[config.mk]
export PLATFORM = sky130hd
export DESIGN_NAME = fetch_unit_flat
export DESIGN_NICKNAME = d
export VERILOG_FILES = /design/src/rtl/cpu_types_pkg.sv /design/src/rtl/fetch_unit_if.sv /design/src/rtl/next_pc_sel.sv /design/src/rtl/fetch_unit.sv /design/src/flat_wrapper.sv
export SDC_FILE = /design/constraint.sdc
export NUM_CORES = 1
export LEC_CHECK = 0
export CAP_MARGIN = 10
export CORE_ASPECT_RATIO = 0.9
export CORE_UTILIZATION = 35
export DETAILED_ROUTE_END_ITERATION = 7
export PLACE_DENSITY_LB_ADDON = 0.08
export SETUP_SLACK_MARGIN = 0.02
export SYNTH_ARGS = -nofsm -noshare
export SYNTH_HDL_FRONTEND = slang
export SYNTH_SLANG_ARGS = --single-unit
[constraint.sdc]
create_clock -name clk -period 6.5 [get_ports clk]
set_input_delay 0.65 -clock clk [delete_from_list [all_inputs] [get_ports clk]]
set_output_delay 0.65 -clock clk [all_outputs]
set_load 0.01 [all_outputs]
[src/rtl/cpu_types_pkg.sv]
// Shared CPU types for the fetch stage: word type, fetch FSM states and PC constants.
package cpu_types_pkg;

  typedef logic [31:0] word_t;

  typedef enum logic [1:0] {
    FETCH  = 2'd0,
    EXEC   = 2'd1,
    HALTED = 2'd2
  } fetch_state_t;

  localparam word_t PC_STEP  = 32'd4;
  // Upper PC bits carried over into J/JAL targets.
  localparam int    JADDR_HI = 4;

endpackage

[src/rtl/fetch_unit_if.sv]
// Instruction-memory request bus between the fetch stage and instruction memory.
interface fetch_unit_if;
  import cpu_types_pkg::*;

  logic  iREN;
  word_t iaddr;
  logic  ihit;
  word_t iload;

  modport master (
    output iREN,
    output iaddr,
    input  ihit,
    input  iload
  );

  modport slave (
    input  iREN,
    input  iaddr,
    output ihit,
    output iload
  );

endinterface

[src/rtl/next_pc_sel.sv]
// Combinational next-PC selection: sequential, branch, jump and register-jump targets.
module next_pc_sel
  import cpu_types_pkg::*;
(
  input  word_t       pc,
  input  word_t       rs_data,
  input  logic [15:0] imm16,
  input  logic [25:0] imm26,
  input  logic        JR,
  input  logic        Jmp,
  input  logic        JAL,
  input  logic        PCSrc,
  output word_t       next_pc,
  output word_t       pc_plus4
);

  word_t branch_off;
  word_t branch_target;
  word_t jump_target;

  assign pc_plus4      = pc + PC_STEP;
  assign branch_off    = {{14{imm16[15]}}, imm16, 2'b00};
  assign branch_target = pc_plus4 + branch_off;
  assign jump_target   = {pc_plus4[31:32-JADDR_HI], imm26, 2'b00};

  // Register jump outranks absolute jumps, which outrank taken branches.
  always_comb begin
    next_pc = pc_plus4;
    if (JR) begin
      next_pc = rs_data;
    end else if (Jmp || JAL) begin
      next_pc = jump_target;
    end else if (PCSrc) begin
      next_pc = branch_target;
    end
  end

endmodule

[src/rtl/fetch_unit.sv]
// Instruction fetch stage: PC, imem handshake, instruction register and halt latch.
// Optional FETCH_PERF_CNT_EN adds cycle_cnt / instr_cnt performance counters.
module fetch_unit
  import cpu_types_pkg::*;
#(
  parameter word_t PC_INIT = 32'h0000_0000
) (
  input  logic         clk,
  input  logic         n_rst,
  fetch_unit_if.master imem,
  input  logic         advance,
  input  logic         PCSrc,
  input  logic         Jmp,
  input  logic         JAL,
  input  logic         JR,
  input  logic         Halt,
  input  logic [15:0]  imm16,
  input  logic [25:0]  imm26,
  input  word_t        rs_data,
  output word_t        Instr,
  output logic         instr_valid,
  output word_t        pc,
  output word_t        pc_plus4,
`ifdef FETCH_PERF_CNT_EN
  output word_t        cycle_cnt,
  output word_t        instr_cnt,
`endif
  output logic         halted
);

  fetch_state_t state_reg, state_next;
  word_t        pc_reg, pc_next;
  word_t        instr_reg, instr_next;
  word_t        next_pc;
  logic         iren_next;

  next_pc_sel u_next_pc_sel (
    .pc       (pc_reg),
    .rs_data  (rs_data),
    .imm16    (imm16),
    .imm26    (imm26),
    .JR       (JR),
    .Jmp      (Jmp),
    .JAL      (JAL),
    .PCSrc    (PCSrc),
    .next_pc  (next_pc),
    .pc_plus4 (pc_plus4)
  );

  always_ff @(posedge clk) begin
    if (n_rst) begin
      state_reg <= FETCH;
      pc_reg    <= PC_INIT;
      instr_reg <= '0;
    end else begin
      state_reg <= state_next;
      pc_reg    <= pc_next;
      instr_reg <= instr_next;
    end
  end

  always_comb begin
    state_next  = state_reg;
    pc_next     = pc_reg;
    instr_next  = instr_reg;
    iren_next   = 1'b0;
    instr_valid = 1'b0;
    halted      = 1'b0;
    case (state_reg)
      FETCH: begin
        iren_next = 1'b1;
        if (imem.ihit) begin
          instr_next = imem.iload;
          state_next = EXEC;
        end
      end
      EXEC: begin
        instr_valid = 1'b1;
        // Halt takes precedence so a halting instruction never redirects the PC.
        if (Halt) begin
          state_next = HALTED;
        end else if (advance) begin
          pc_next    = next_pc;
          state_next = FETCH;
        end
      end
      HALTED: begin
        halted = 1'b1;
      end
      default: begin
        state_next = FETCH;
      end
    endcase
  end

  assign imem.iREN  = iren_next;
  assign imem.iaddr = pc_reg;
  assign pc         = pc_reg;
  assign Instr      = instr_reg;

`ifdef FETCH_PERF_CNT_EN
  word_t cycle_cnt_reg;
  word_t instr_cnt_reg;

  // The halting instruction counts as retired on its way into HALTED.
  always_ff @(posedge clk) begin
    if (n_rst) begin
      cycle_cnt_reg <= '0;
      instr_cnt_reg <= '0;
    end else if (state_reg != HALTED) begin
      cycle_cnt_reg <= cycle_cnt_reg + 32'd1;
      if (state_reg == EXEC && (Halt || advance)) begin
        instr_cnt_reg <= instr_cnt_reg + 32'd1;
      end
    end
  end

  assign cycle_cnt = cycle_cnt_reg;
  assign instr_cnt = instr_cnt_reg;
`endif

endmodule

[src/flat_wrapper.sv]
// flat-port wrapper written by rule: the top's interface ports become plain ports
module fetch_unit_flat import cpu_types_pkg::*;
#(
  parameter word_t PC_INIT = 32'h0000_0000
)
  (clk, n_rst, advance, PCSrc, Jmp, JAL, JR, Halt, imm16, imm26, rs_data, Instr, instr_valid, pc, pc_plus4, halted, imem_iREN, imem_iaddr, imem_ihit, imem_iload);
  fetch_unit_if imem_i ();
  input  logic clk;
  input  logic n_rst;
  input  logic advance;
  input  logic PCSrc;
  input  logic Jmp;
  input  logic JAL;
  input  logic JR;
  input  logic Halt;
  input  logic [15:0] imm16;
  input  logic [25:0] imm26;
  input  word_t rs_data;
  output word_t Instr;
  output logic instr_valid;
  output word_t pc;
  output word_t pc_plus4;
  output logic halted;
  output wire logic [$bits(imem_i.iREN)-1:0] imem_iREN;
  output wire logic [$bits(imem_i.iaddr)-1:0] imem_iaddr;
  input wire logic [$bits(imem_i.ihit)-1:0] imem_ihit;
  input wire logic [$bits(imem_i.iload)-1:0] imem_iload;
  assign imem_iREN = imem_i.iREN;
  assign imem_iaddr = imem_i.iaddr;
  assign imem_i.ihit = imem_ihit;
  assign imem_i.iload = imem_iload;
  fetch_unit #(.PC_INIT(PC_INIT)) u_core (.clk(clk), .n_rst(n_rst), .imem(imem_i), .advance(advance), .PCSrc(PCSrc), .Jmp(Jmp), .JAL(JAL), .JR(JR), .Halt(Halt), .imm16(imm16), .imm26(imm26), .rs_data(rs_data), .Instr(Instr), .instr_valid(instr_valid), .pc(pc), .pc_plus4(pc_plus4), .halted(halted));
endmodule
==> results of run 1 <==
[routing by layer]
layer / part of all wire / vias up / global-route usage / wire length [µm]
li1: - / 3024 / - / -
met2: 0.49 / 253 / 0.449 / 10400
met3: 0.070 / 26 / 0.0549 / 1490
met5: 0 / - / 0 / 0
met4: 0.017 / 0 / 0.0689 / 366
met1: 0.42 / 2950 / 0.308 / 8850
[cell families after synthesis]
group | share of synthesized area
buffers and inverters | 0.0815
AO/OA/AOI/OAI | 0.253
multiplexers | 0.0148
AND/OR/NAND/NOR | 0.239
adder cells (fa/ha/maj) | 0.0858
XOR/XNOR | 0.0845
flip-flops | 0.241
[worst max path at each step]
stage | start | endpoint | slack (ns) | depth (start not counted)
floorplan | u_core.imem.iaddr[2] | u_core.imem.iaddr[31] | 2.87 | 16
global placement | u_core.imem.iaddr[10] | u_core.imem.iaddr[29] | 2.44 | 14
detailed placement | u_core.imem.iaddr[2] | u_core.imem.iaddr[31] | 2.31 | 15
CTS | u_core.imem.iaddr[2] | u_core.imem.iaddr[31] | 2.26 | 15
global route | u_core.imem.iaddr[2] | u_core.imem.iaddr[27] | 1.98 | 15
finish | u_core.imem.iaddr[2] | u_core.imem.iaddr[31] | 2.26 | 15
[critical path, cell delays in order, from the launching register on]
cell,delay [ns]
sky130_fd_sc_hd__dfxtp_1,0.45
sky130_fd_sc_hd__ha_1,0.23
sky130_fd_sc_hd__nand3_1,0.17
sky130_fd_sc_hd__nor2_1,0.22
sky130_fd_sc_hd__and3_1,0.24
sky130_fd_sc_hd__and2b_4,0.22
sky130_fd_sc_hd__xor2_1,0.40
sky130_fd_sc_hd__ha_1,0.41
sky130_fd_sc_hd__a21oi_1,0.29
sky130_fd_sc_hd__nor2b_1,0.08
sky130_fd_sc_hd__o21a_1,0.19
sky130_fd_sc_hd__o41ai_1,0.46
sky130_fd_sc_hd__o221ai_2,0.18
sky130_fd_sc_hd__a21oi_1,0.24
sky130_fd_sc_hd__mux2i_1,0.20
sky130_fd_sc_hd__o22ai_1,0.09
[cell type report]
type                       instances  area, µm²
clock buffer                      10        239
multi-input combinational        594       3710
clock inverter                     5       55.1
tap                              202        253
sequential                        66       1320
timing repair buffer             250       2480
inverter                          13       48.8
fill                            1511       7220
[cells in the final DEF, fill, tap and decap left out, types with 6 or more instances in the layout]
master / Yosys / final
sky130_fd_sc_hd__clkdlybuf4s50_1: 0 / 244
sky130_fd_sc_hd__nand2_1: 133 / 133
sky130_fd_sc_hd__a21oi_1: 78 / 78
sky130_fd_sc_hd__dfxtp_1: 66 / 66
sky130_fd_sc_hd__nor2_1: 61 / 61
sky130_fd_sc_hd__ha_1: 36 / 36
sky130_fd_sc_hd__xnor2_1: 33 / 33
sky130_fd_sc_hd__a211oi_1: 27 / 27
sky130_fd_sc_hd__o21ai_0: 21 / 21
sky130_fd_sc_hd__nand3_1: 18 / 18
sky130_fd_sc_hd__xor2_1: 18 / 18
sky130_fd_sc_hd__nor3_1: 18 / 18
sky130_fd_sc_hd__nand4_1: 15 / 15
sky130_fd_sc_hd__inv_1: 13 / 13
sky130_fd_sc_hd__o211ai_1: 10 / 10
sky130_fd_sc_hd__o21ai_1: 9 / 9
sky130_fd_sc_hd__or3_1: 9 / 9
sky130_fd_sc_hd__clkbuf_16: 0 / 9
sky130_fd_sc_hd__o21a_1: 7 / 7
sky130_fd_sc_hd__mux2i_1: 7 / 7
sky130_fd_sc_hd__nor2b_1: 6 / 6
sky130_fd_sc_hd__a21o_1: 6 / 6
[power breakdown]
group	internal (mW)	switching [mW]	leakage, nW
Sequential	0.425	0.0191	0.538
Combinational	0.183	0.178	2.36
Clock	0.304	0.184	0.140
Total	0.911	0.382	3.04
[through the flow]
| stage | setup WS, ns | hold slack [ns] | total power, mW |
|---|---|---|---|
| after global routing | 1.98 | 0.469 | 1.35 |
| after floorplan | 2.87 | 0.481 | 0.632 |
| after global placement | 2.44 | 0.442 | 0.807 |
| after detailed placement | 2.31 | 0.448 | 0.811 |
| after CTS | 2.26 | 0.457 | 1.30 |
| final | 2.26 | 0.456 | 1.29 |
==> reports/qor.txt, run 1 <==
LOGIC SYNTHESIS
--------------------------------------------------------------------------------
Share of async-settable or async-resettable flops after synthesis              0
Nets in the synthesized netlist                                              896
Top flip-flop cell by instance count after synthesis                sky130_fd_sc_hd__dfxtp_1
Most frequent cell after synthesis                                  sky130_fd_sc_hd__nand2_1
Most used standard cells in the synthesized netlist                 sky130_fd_sc_hd__nand2_1 (133), sky130_fd_sc_hd__a21oi_1 (78), sky130_fd_sc_hd__dfxtp_1 (66)
Avg Synthesized Cell Area                                               7.37 µm²
Syn. warnings                                                                  0
Top cells by area, synth                                            sky130_fd_sc_hd__dfxtp_1 (24%), sky130_fd_sc_hd__nand2_1 (9.1%), sky130_fd_sc_hd__ha_1 (8.2%), sky130_fd_sc_hd__a21oi_1 (7.1%), sky130_fd_sc_hd__xnor2_1 (5.3%)
Count of flip-flops with a built-in enable after synthesis                     0
Cell count after synthesis                                                   744
Synthesized flop and latch total                                              66
Combined area of all synthesized cells                                  5480 µm²
Area share of the largest cell type after synthesis                        0.241
Share of the yosys chip area belonging to registers                        0.241
Number of different library cells in the post-synthesis netlist               71
Area leader, netlist                                                sky130_fd_sc_hd__dfxtp_1

FLOORPLANNING
--------------------------------------------------------------------------------
Die width                                                                 134 µm
Row cnt                                                                       43
Die Height                                                                121 µm
Top-Level Pins                                                               246
Core area                                                              15300 µm²
Starting Density                                                           0.357
Die Footprint                                                          16200 µm²

LAYOUT
--------------------------------------------------------------------------------
Syn-to-layout area delta                                                   48.0%
Final #Nets                                                                 1086
Final design utilization                                                   0.529
Share of cells above drive strength 1                                     0.0405
Count of non-filler cells in the finished layout                            1140
Final instance area                                                     8120 µm²
Total inserted antenna cells                                                   0

WORST SETUP PATH
--------------------------------------------------------------------------------
CP startpoint kind                                                      register
Critical path capture point type                                        register
Arrival time of data at the critical path endpoint                       4.41 ns
Startpoint of the lowest-slack register-to-register path            u_core.imem.iaddr[2]
Reg-to-reg endpoint                                                 u_core.imem.iaddr[31]
WS Path Type                                                             reg2reg
Setup slack on the worst flop-to-flop path                               2.26 ns
Critical path data required time                                         6.68 ns
Largest fanout on the critical path                                            7
Reg2Reg Depth                                                                 15

ROUTE
--------------------------------------------------------------------------------
Initial drt markers                                                          408
Average wire per standard cell                                           18.5 µm
DRT antenna net count                                                          0
Total length of routed wires                                             21.1 mm
Overall via count from detail_route                                         6253
Drc violations                                                                 0
DRT Pass-1 Iters                                                               5
Via density per instance                                                    5.49

POWER AND IR DROP
--------------------------------------------------------------------------------
Pwr dens                                                              159 nW/µm²
Leakage power of the design                                              3.04 nW
IR drop worst, VDD                                                      0.147 mV

STA
--------------------------------------------------------------------------------
Total count of max-transition violations in the final report                   0
Relative slew margins                                                      0.249
Final-report setup violation count                                             0
Post-route fraction of the period consumed by the critical path            0.652
Unrepaired setup endpoints after global routing                            false
Worst Tran Pin Value                                                     1.13 ns
Post-layout min period                                                   4.24 ns
Largest clock skew in the final design                                0.00842 ns
Setup Total Neg Slack                                                       0 ns
Total count of hold-check failures in the final report                         0
Max Freq                                                                 236 MHz

MIN PATH
--------------------------------------------------------------------------------
Hold Path Class                                                          reg2reg
Worst Hold Path EP                                                  u_core.Instr[30]
Instance count along the most critical hold path                               2
Critical hold path startpoint                                       u_core.Instr[30]

PLACE
--------------------------------------------------------------------------------
Area after detailed placement                                           7820 µm²
Final GP Congestion                                                        0.963
Number of buffers added on ports                                             245
Placed Instances                                                            1125
Post-detailed-placement half-perimeter wirelength                        16.2 mm

RUN STATUS
--------------------------------------------------------------------------------
Run status                                                             completed

CTS
--------------------------------------------------------------------------------
Insertion delay to the later sink of the worst-skew pair                 0.33 ns
Clock tree from TritonCTS                                                    yes
Number of hold buffers added after CTS                                         0
Maximum count of clock buffers along a single path                             2
Clk slew on worst S/H paths                                              0.06 ns
Master cell of the clock root buffer                                sky130_fd_sc_hd__clkbuf_16
Clk sink count                                                                66
Post-CTS setup-driven buffer insertion count                                   0
Count of H-tree levels built during CTS                                        3
Clock buffer count from CTS                                                    9
Number of gates resized after cts                                              0

GLOBAL ROUTE
--------------------------------------------------------------------------------
All-Layer GR Usage                                                         0.254
Pin count of the biggest net entering global routing                          67
GRT overflow                                                                   0
Wire length of the first global-routing pass                             31.8 mm
Via count of the first global-routing pass                                  5868
Number of antenna violations at the first check in global routing              0

JOB
--------------------------------------------------------------------------------
Number of max-cap violations                                                   0

(Power assumes the default switching activity.)
==> run 2: changes to the inputs <==
- clock period: 6.5 -> 4 ns (I/O delays scaled with it)
==> reports/qor.txt, run 2 (same netlist as run 1, synthesis figures left out) <==
RUN STATUS
----------------------------------------------------------------------------------
Run status                                                               completed

JOB
----------------------------------------------------------------------------------
Number of max-cap violations                                                     0   unchanged

ROUTE
----------------------------------------------------------------------------------
Via density per instance                                                      5.52   +0.56%
DRT antenna net count                                                            0   unchanged
Total length of routed wires                                               22.8 mm   +8.0%
Average wire per standard cell                                             19.5 µm   +5.3%
Drc violations                                                                   0   unchanged
Initial drt markers                                                            319   -22%
DRT Pass-1 Iters                                                                 5   unchanged
Overall via count from detail_route                                           6448   +3.1%

CTS
----------------------------------------------------------------------------------
Clk sink count                                                                  66   unchanged
Insertion delay to the later sink of the worst-skew pair                   0.33 ns   about the same
Master cell of the clock root buffer                                  sky130_fd_sc_hd__clkbuf_16
Clk slew on worst S/H paths                                                0.06 ns   about the same
Count of H-tree levels built during CTS                                          3   unchanged
Clock tree from TritonCTS                                                      yes
Maximum count of clock buffers along a single path                               2   unchanged
Clock buffer count from CTS                                                      9   unchanged

GLOBAL ROUTE
----------------------------------------------------------------------------------
Number of antenna violations at the first check in global routing                0   unchanged
Via count of the first global-routing pass                                    6275   +6.9%
GRT overflow                                                                     0   unchanged
Pin count of the biggest net entering global routing                            46   -31%
All-Layer GR Usage                                                           0.278   +0.0238
Wire length of the first global-routing pass                               34.4 mm   +8.0%

STA
----------------------------------------------------------------------------------
Relative slew margins                                                        0.240   -0.00920
Max Freq                                                                   267 MHz   +13%
Final-report setup violation count                                               0   unchanged
Total count of hold-check failures in the final report                           0   unchanged
Worst Tran Pin Value                                                       1.14 ns   +0.0138 ns
Worst hold slack after final layout                                       0.455 ns   -0.000705 ns
Post-layout min period                                                     3.75 ns   -0.485 ns
Total count of max-transition violations in the final report                     0   unchanged
Post-route fraction of the period consumed by the critical path              0.937   +0.286
Largest clock skew in the final design                                   0.0108 ns   +0.00240 ns

FLOORPLANNING
----------------------------------------------------------------------------------
Core area                                                                15300 µm²   unchanged
Row cnt                                                                         43   unchanged
Die Footprint                                                            16200 µm²   unchanged
Die Height                                                                  121 µm   unchanged
Top-Level Pins                                                                 246   unchanged
Die width                                                                   134 µm   unchanged
Starting Density                                                             0.357   unchanged

POWER AND IR DROP
----------------------------------------------------------------------------------
Sw frac                                                                      0.283   -0.0118
IR drop worst, VDD                                                        0.216 mV   +48%
Sequential cell fraction of total power                                      0.320   -0.023
Pwr dens                                                                266 nW/µm²   +67%
Combinational cell fraction of total power                                   0.275   -0.004
Clock share of power                                                         0.406   +0.029
Internal power                                                             1.61 mW   +77%
Leakage power of the design                                                3.25 nW   +6.6%
Switching power of the nets                                                 637 µW   +67%

PLACE
----------------------------------------------------------------------------------
Post-detailed-placement half-perimeter wirelength                          17.8 mm   +9.7%
Placed Instances                                                              1152   +2.4%
Number of buffers added on ports                                               245   unchanged
Final GP Congestion                                                          0.899   -6.7%

MIN PATH
----------------------------------------------------------------------------------
Instance count along the most critical hold path                                 2   unchanged
Hold Path Class                                                            reg2reg
Worst Hold Path EP                                                    u_core.Instr[4]
Critical hold path startpoint                                         u_core.Instr[4]

LAYOUT
----------------------------------------------------------------------------------
Share of cells above drive strength 1                                       0.0765   +0.0360
Syn-to-layout area delta                                                     53.9%
Most common cell after layout, fill and taps aside                    sky130_fd_sc_hd__clkdlybuf4s50_1
Final #Nets                                                                   1114   +2.6%
Multi-input logic area                                                    3770 µm²   +1.6%
Total inserted antenna cells                                                     0   unchanged
Number of filler instances in the final layout                                1450   -4.0%
Storage element area                                                      1320 µm²   unchanged
Leading cell types in the layout, fill and taps excluded              sky130_fd_sc_hd__clkdlybuf4s50_1 (244), sky130_fd_sc_hd__nand2_1 (133), sky130_fd_sc_hd__a21oi_1 (78)
Count of non-filler cells in the finished layout                              1169   +2.5%

WORST SETUP PATH
----------------------------------------------------------------------------------
Max stage delay cell, worst path                                      sky130_fd_sc_hd__dfxtp_1
Critical path data required time                                           4.25 ns   -2.43 ns
Reg2Reg Depth                                                                   15   unchanged
Setup slack on the worst flop-to-flop path                                 0.25 ns   -2.01 ns
Crit path largest cell delay                                               0.44 ns   -0.02 ns
Startpoint of the lowest-slack register-to-register path              u_core.imem.iaddr[2]
Family of cells with the greatest summed delay on the critical path   simple AND/OR/NAND/NOR gates
WP buf/inv                                                                       0   unchanged
Reg-to-reg endpoint                                                   u_core.imem.iaddr[26]
Critical path capture point type                                          register
Largest fanout on the critical path                                              7   unchanged
Arrival time of data at the critical path endpoint                         4.00 ns   -0.41 ns
CP startpoint kind                                                        register
Series of cell instances along the critical path                      ha_1, nand3_1, nor2_1, and3_1, and2b_4, nand3_1, xnor2_1, ha_1, nand4_1, a211oi_2, nor2_1, xnor2_1, nand2_1, a311o_1, a211oi_2
WS Path Type                                                               reg2reg

-- run 2: cell count changes in the layout (fill, tap and decap cells not counted), moves of 2 or more --
| cell | delta |
|---|---|
| sky130_fd_sc_hd__clkinv_2 | -2 |
| sky130_fd_sc_hd__bufinv_16 | +2 |
| sky130_fd_sc_hd__buf_4 | +28 |
| sky130_fd_sc_hd__clkinv_4 | +2 |
| sky130_fd_sc_hd__a211oi_2 | +3 |
| sky130_fd_sc_hd__a211oi_1 | -3 |
-- run 2: cell type report --
type / count / share of cell area
clock buffers: 10 / 0.0271
clock inverters: 6 / 0.0136
inverters: 13 / 0.00578
multi-input cells: 594 / 0.447
flip-flops and latches: 66 / 0.157
well taps: 202 / 0.0300
repair buffers: 278 / 0.319
-- run 2: worst max path at each step --
stage | start | endpoint | slack [ns] | depth (start not counted)
2_1_floorplan | u_core.imem.iaddr[2] | u_core.imem.iaddr[31] | 0.37 | 16
3_3_place_gp | u_core.imem.iaddr[7] | u_core.imem.iaddr[29] | 0.31 | 14
3_5_place_dp | u_core.imem.iaddr[2] | u_core.imem.iaddr[26] | 0.14 | 15
4_1_cts | u_core.imem.iaddr[2] | u_core.imem.iaddr[26] | 0.13 | 15
5_1_grt | u_core.imem.iaddr[2] | u_core.imem.iaddr[26] | -0.06 | 15
6_report | u_core.imem.iaddr[2] | u_core.imem.iaddr[26] | 0.25 | 15
-- run 2: power groups by stage --
stage	sequential (mW)	combinational [mW]	clock (mW)
after CTS	0.718	0.613	0.929
after floorplan	0.743	0.284	0
final	0.718	0.617	0.912
after global placement	0.730	0.606	0
after detailed placement	0.732	0.609	0
after global routing	0.723	0.666	0.961
-- run 2: worst register-to-register path, cell delays in order, from the launching register on --
cell and delay (ns):
sky130_fd_sc_hd__dfxtp_1 0.44, sky130_fd_sc_hd__ha_1 0.23, sky130_fd_sc_hd__nand3_1 0.20, sky130_fd_sc_hd__nor2_1 0.21
sky130_fd_sc_hd__and3_1 0.25, sky130_fd_sc_hd__and2b_4 0.23, sky130_fd_sc_hd__nand3_1 0.10, sky130_fd_sc_hd__xnor2_1 0.18
sky130_fd_sc_hd__ha_1 0.43, sky130_fd_sc_hd__nand4_1 0.25, sky130_fd_sc_hd__a211oi_2 0.27, sky130_fd_sc_hd__nor2_1 0.12
sky130_fd_sc_hd__xnor2_1 0.14, sky130_fd_sc_hd__nand2_1 0.07, sky130_fd_sc_hd__a311o_1 0.37, sky130_fd_sc_hd__a211oi_2 0.17
-- run 2: timing repair --
item,4_1_cts,5_1_grt
buffers inserted,0,1
resized for setup,0,11
setup endpoints to repair,0,13
hold buffers,0,0
-- run 2: routing by layer --
metal,track usage,share of wire
met3,0.0495,0.064
met5,0,0
met2,0.500,0.51
met1,0.325,0.40
met4,0.106,0.032
-- run 2: per-stage QoR --
step	util	setup slack (ns)	area [µm²]	TNS (ns)	power, mW
floorplan	-	0.375	5480	0	1.03
global placement	0.523	0.313	8020	0	1.34
detailed placement	0.523	0.144	8020	0	1.34
CTS	0.546	0.133	8370	0	2.26
global route	0.550	-0.0573	8440	-0.151	2.35
finish	0.550	0.250	8440	0	2.25
==> run 3: changes to the inputs <==
- SYNTH_HIERARCHICAL: default -> 1
==> reports/qor.txt, run 3 <==
LOGIC SYNTHESIS
--------------------------------------------------------------------------------
Most used standard cells in the synthesized netlist                 sky130_fd_sc_hd__nand2b_1 (131), sky130_fd_sc_hd__mux2i_1 (68), sky130_fd_sc_hd__dfxtp_1 (66)
Most frequent cell after synthesis                                  sky130_fd_sc_hd__nand2b_1
Combined area of all synthesized cells                                  6300 µm²   +15%
Share of async-settable or async-resettable flops after synthesis              0   unchanged
Number of different library cells in the post-synthesis netlist               63   -11%
Avg Synthesized Cell Area                                               7.89 µm²   +7.2%
Area share of the largest cell type after synthesis                        0.210   -0.0313
Area leader, netlist                                                sky130_fd_sc_hd__dfxtp_1
Count of flip-flops with a built-in enable after synthesis                     0   unchanged
Top flip-flop cell by instance count after synthesis                sky130_fd_sc_hd__dfxtp_1
Top cells by area, synth                                            sky130_fd_sc_hd__dfxtp_1 (21%), sky130_fd_sc_hd__nand2b_1 (13%), sky130_fd_sc_hd__mux2i_1 (11%), sky130_fd_sc_hd__ha_1 (7.1%), sky130_fd_sc_hd__xnor2_1 (4.7%)
Share of the yosys chip area belonging to registers                        0.210   -0.0313
Nets in the synthesized netlist                                              950   +6.0%
Synthesized flop and latch total                                              66   unchanged
Cell count after synthesis                                                   798   +7.3%
Syn. warnings                                                                  6   +6

ROUTE
--------------------------------------------------------------------------------
Initial drt markers                                                          365   +14%
Average wire per standard cell                                           16.8 µm   -14%
DRT antenna net count                                                          0   unchanged
DRT Pass-1 Iters                                                               5   unchanged
Via density per instance                                                    4.98   -9.8%
Total length of routed wires                                             21.5 mm   -5.6%
Overall via count from detail_route                                         6371   -1.2%
Drc violations                                                                 0   unchanged

WORST SETUP PATH
--------------------------------------------------------------------------------
WS Path Type                                                             reg2reg
Critical path data required time                                         4.25 ns   about the same
CP startpoint kind                                                      register
Critical path capture point type                                        register
Arrival time of data at the critical path endpoint                       4.00 ns   about the same
Setup slack on the worst flop-to-flop path                               0.25 ns   about the same
Largest fanout on the critical path                                            5   -2

FLOORPLANNING
--------------------------------------------------------------------------------
Die Footprint                                                          18500 µm²   +15%
Die width                                                                 143 µm   +7.1%
Starting Density                                                           0.358   about the same
Die Height                                                                129 µm   +7.1%
Row cnt                                                                       46   +7.0%
Core area                                                              17600 µm²   +15%
Top-Level Pins                                                               246   unchanged

STA
--------------------------------------------------------------------------------
Total count of max-transition violations in the final report                   0   unchanged
Total count of hold-check failures in the final report                         0   unchanged
Unrepaired setup endpoints after global routing                            false
Largest clock skew in the final design                                0.00842 ns   -0.00241 ns
Worst hold slack after final layout                                     0.469 ns   +0.0140 ns
Post-layout min period                                                   3.75 ns   -0.00237 ns
Setup Total Neg Slack                                                       0 ns   unchanged
Worst Tran Pin Value                                                    0.933 ns   -0.207 ns
Post-route fraction of the period consumed by the critical path            0.937   about the same
Final-report setup violation count                                             0   unchanged
Max Freq                                                                 267 MHz   about the same
Relative slew margins                                                      0.378   +0.138

GLOBAL ROUTE
--------------------------------------------------------------------------------
Number of antenna violations at the first check in global routing              0   unchanged
Wire length of the first global-routing pass                             32.6 mm   -5.4%
Via count of the first global-routing pass                                  6028   -3.9%
All-Layer GR Usage                                                         0.228   -0.0497
GRT overflow                                                                   0   unchanged
Pin count of the biggest net entering global routing                          73   +59%

LAYOUT
--------------------------------------------------------------------------------
Total inserted antenna cells                                                   0   unchanged
Storage element area                                                    1320 µm²   about the same
Final instance area                                                     9460 µm²   +12%
Number of filler instances in the final layout                              1757   +21%
Leading cell types in the layout, fill and taps excluded            sky130_fd_sc_hd__clkdlybuf4s50_1 (243), sky130_fd_sc_hd__nand2b_1 (131), sky130_fd_sc_hd__mux2i_1 (68)
Share of cells above drive strength 1                                      0.116   +0.0398
Final #Nets                                                                 1187   +6.6%
Most common cell after layout, fill and taps aside                  sky130_fd_sc_hd__clkdlybuf4s50_1
Syn-to-layout area delta                                                   50.2%
Multi-input logic area                                                  4510 µm²   +19%

CTS
--------------------------------------------------------------------------------
Number of hold buffers added after CTS                                         0   unchanged
Clock tree from TritonCTS                                                    yes
Clk sink count                                                                66   unchanged
Clk slew on worst S/H paths                                              0.06 ns   about the same
Master cell of the clock root buffer                                sky130_fd_sc_hd__clkbuf_16
Maximum count of clock buffers along a single path                             2   unchanged
Count of H-tree levels built during CTS                                        3   unchanged
Insertion delay to the later sink of the worst-skew pair                 0.33 ns   about the same
Clock buffer count from CTS                                                    9   unchanged

MIN PATH
--------------------------------------------------------------------------------
Hold Path Class                                                          reg2reg

POWER AND IR DROP
--------------------------------------------------------------------------------
IR drop worst, VDD                                                      0.182 mV   -16%
Leakage power of the design                                              3.81 nW   +17%
Pwr dens                                                              235 nW/µm²   -12%

JOB
--------------------------------------------------------------------------------
Number of max-cap violations                                                   0   unchanged

PLACE
--------------------------------------------------------------------------------
Area after detailed placement                                           8980 µm²   +12%
Final GP Congestion                                                        0.900   about the same
Post-detailed-placement half-perimeter wirelength                        16.6 mm   -6.7%
Number of buffers added on ports                                             245   unchanged

RUN STATUS
--------------------------------------------------------------------------------
Run status                                                             completed

## run 3: metrics by stage
step                std cells  setup slack [ns]  power, mW   util
CTS                      1277             0.101       2.24  0.529
finish                   1280             0.253       2.22  0.537
global route             1280            0.0211       2.33  0.537
floorplan                 798            0.0376       1.04      -
global placement         1261             0.135       1.33  0.510
detailed placement       1261             0.102       1.33  0.510
## run 3: logic make-up (layout without fill, tap and decap cells)
| kind of cell | after synthesis | in the layout | share of synthesized area |
|---|---|---|---|
| AND/OR/NAND/NOR | 305 | 305 | 0.265 |
| AO/OA/AOI/OAI | 171 | 171 | 0.177 |
| buffers and inverters | 100 | 342 | 0.0943 |
| multiplexers | 69 | 69 | 0.110 |
| flip-flops | 66 | 66 | 0.210 |
| XOR/XNOR | 50 | 50 | 0.0695 |
| adder cells (fa/ha/maj) | 37 | 37 | 0.0747 |
## run 3: power breakdown
part	internal, mW	switching [mW]	leakage, nW
Combinational	0.332	0.277	3.10
Sequential	0.689	0.0216	0.539
Clock	0.608	0.295	0.169
## run 3: final cells by class
| cell class | count | share of cell area |
|---|---|---|
| Inverter | 17 | 0.00674 |
| Multi-Input combinational cell | 632 | 0.477 |
| Sequential cell | 66 | 0.140 |
| Tap cell | 240 | 0.0317 |
| Clock buffer | 9 | 0.0238 |
| Timing Repair Buffer | 309 | 0.309 |
| Clock inverter | 7 | 0.0124 |
## run 3: worst max-delay path: stages, from the launching register on
cell                        delay (ns)
sky130_fd_sc_hd__dfxtp_1          0.32
sky130_fd_sc_hd__ha_1             0.21
sky130_fd_sc_hd__buf_4            0.14
sky130_fd_sc_hd__xor2_1           0.27
sky130_fd_sc_hd__ha_1             0.35
sky130_fd_sc_hd__a21o_1           0.19
sky130_fd_sc_hd__a21oi_2          0.18
sky130_fd_sc_hd__o21ai_2          0.12
sky130_fd_sc_hd__a2111oi_4        0.51
sky130_fd_sc_hd__nor4_2           0.14
sky130_fd_sc_hd__o21ai_0          0.25
sky130_fd_sc_hd__or3b_2           0.48
sky130_fd_sc_hd__xnor2_1          0.14
sky130_fd_sc_hd__a21oi_1          0.17
sky130_fd_sc_hd__nand2b_1         0.07
sky130_fd_sc_hd__mux2i_1          0.12
## run 3: worst paths after layout
kind | depth (start not counted) | end | from
setup reg to reg | 15 | u_core/imem.iaddr[26] | u_core/imem.iaddr[2]
hold / removal | 2 | u_core/Instr[20] | u_core/Instr[20]
setup / recovery | 15 | u_core/imem.iaddr[26] | u_core/imem.iaddr[2]
hold reg to reg | 2 | u_core/Instr[20] | u_core/Instr[20]
## run 3: what timing repair did
item | CTS | global route
endpoints found under the setup margin | 0 | 11
setup buffers | 0 | 3
gates resized for setup | 0 | 31
## run 3: per-layer routing
layer,part of all wire,wire (µm),up-vias,track usage
li1,-,-,3219,-
met1,0.45,9650,2909,0.295
met2,0.47,10100,221,0.384
met3,0.061,1320,22,0.0407
met4,0.021,450,0,0.0707
met5,0,0,-,0
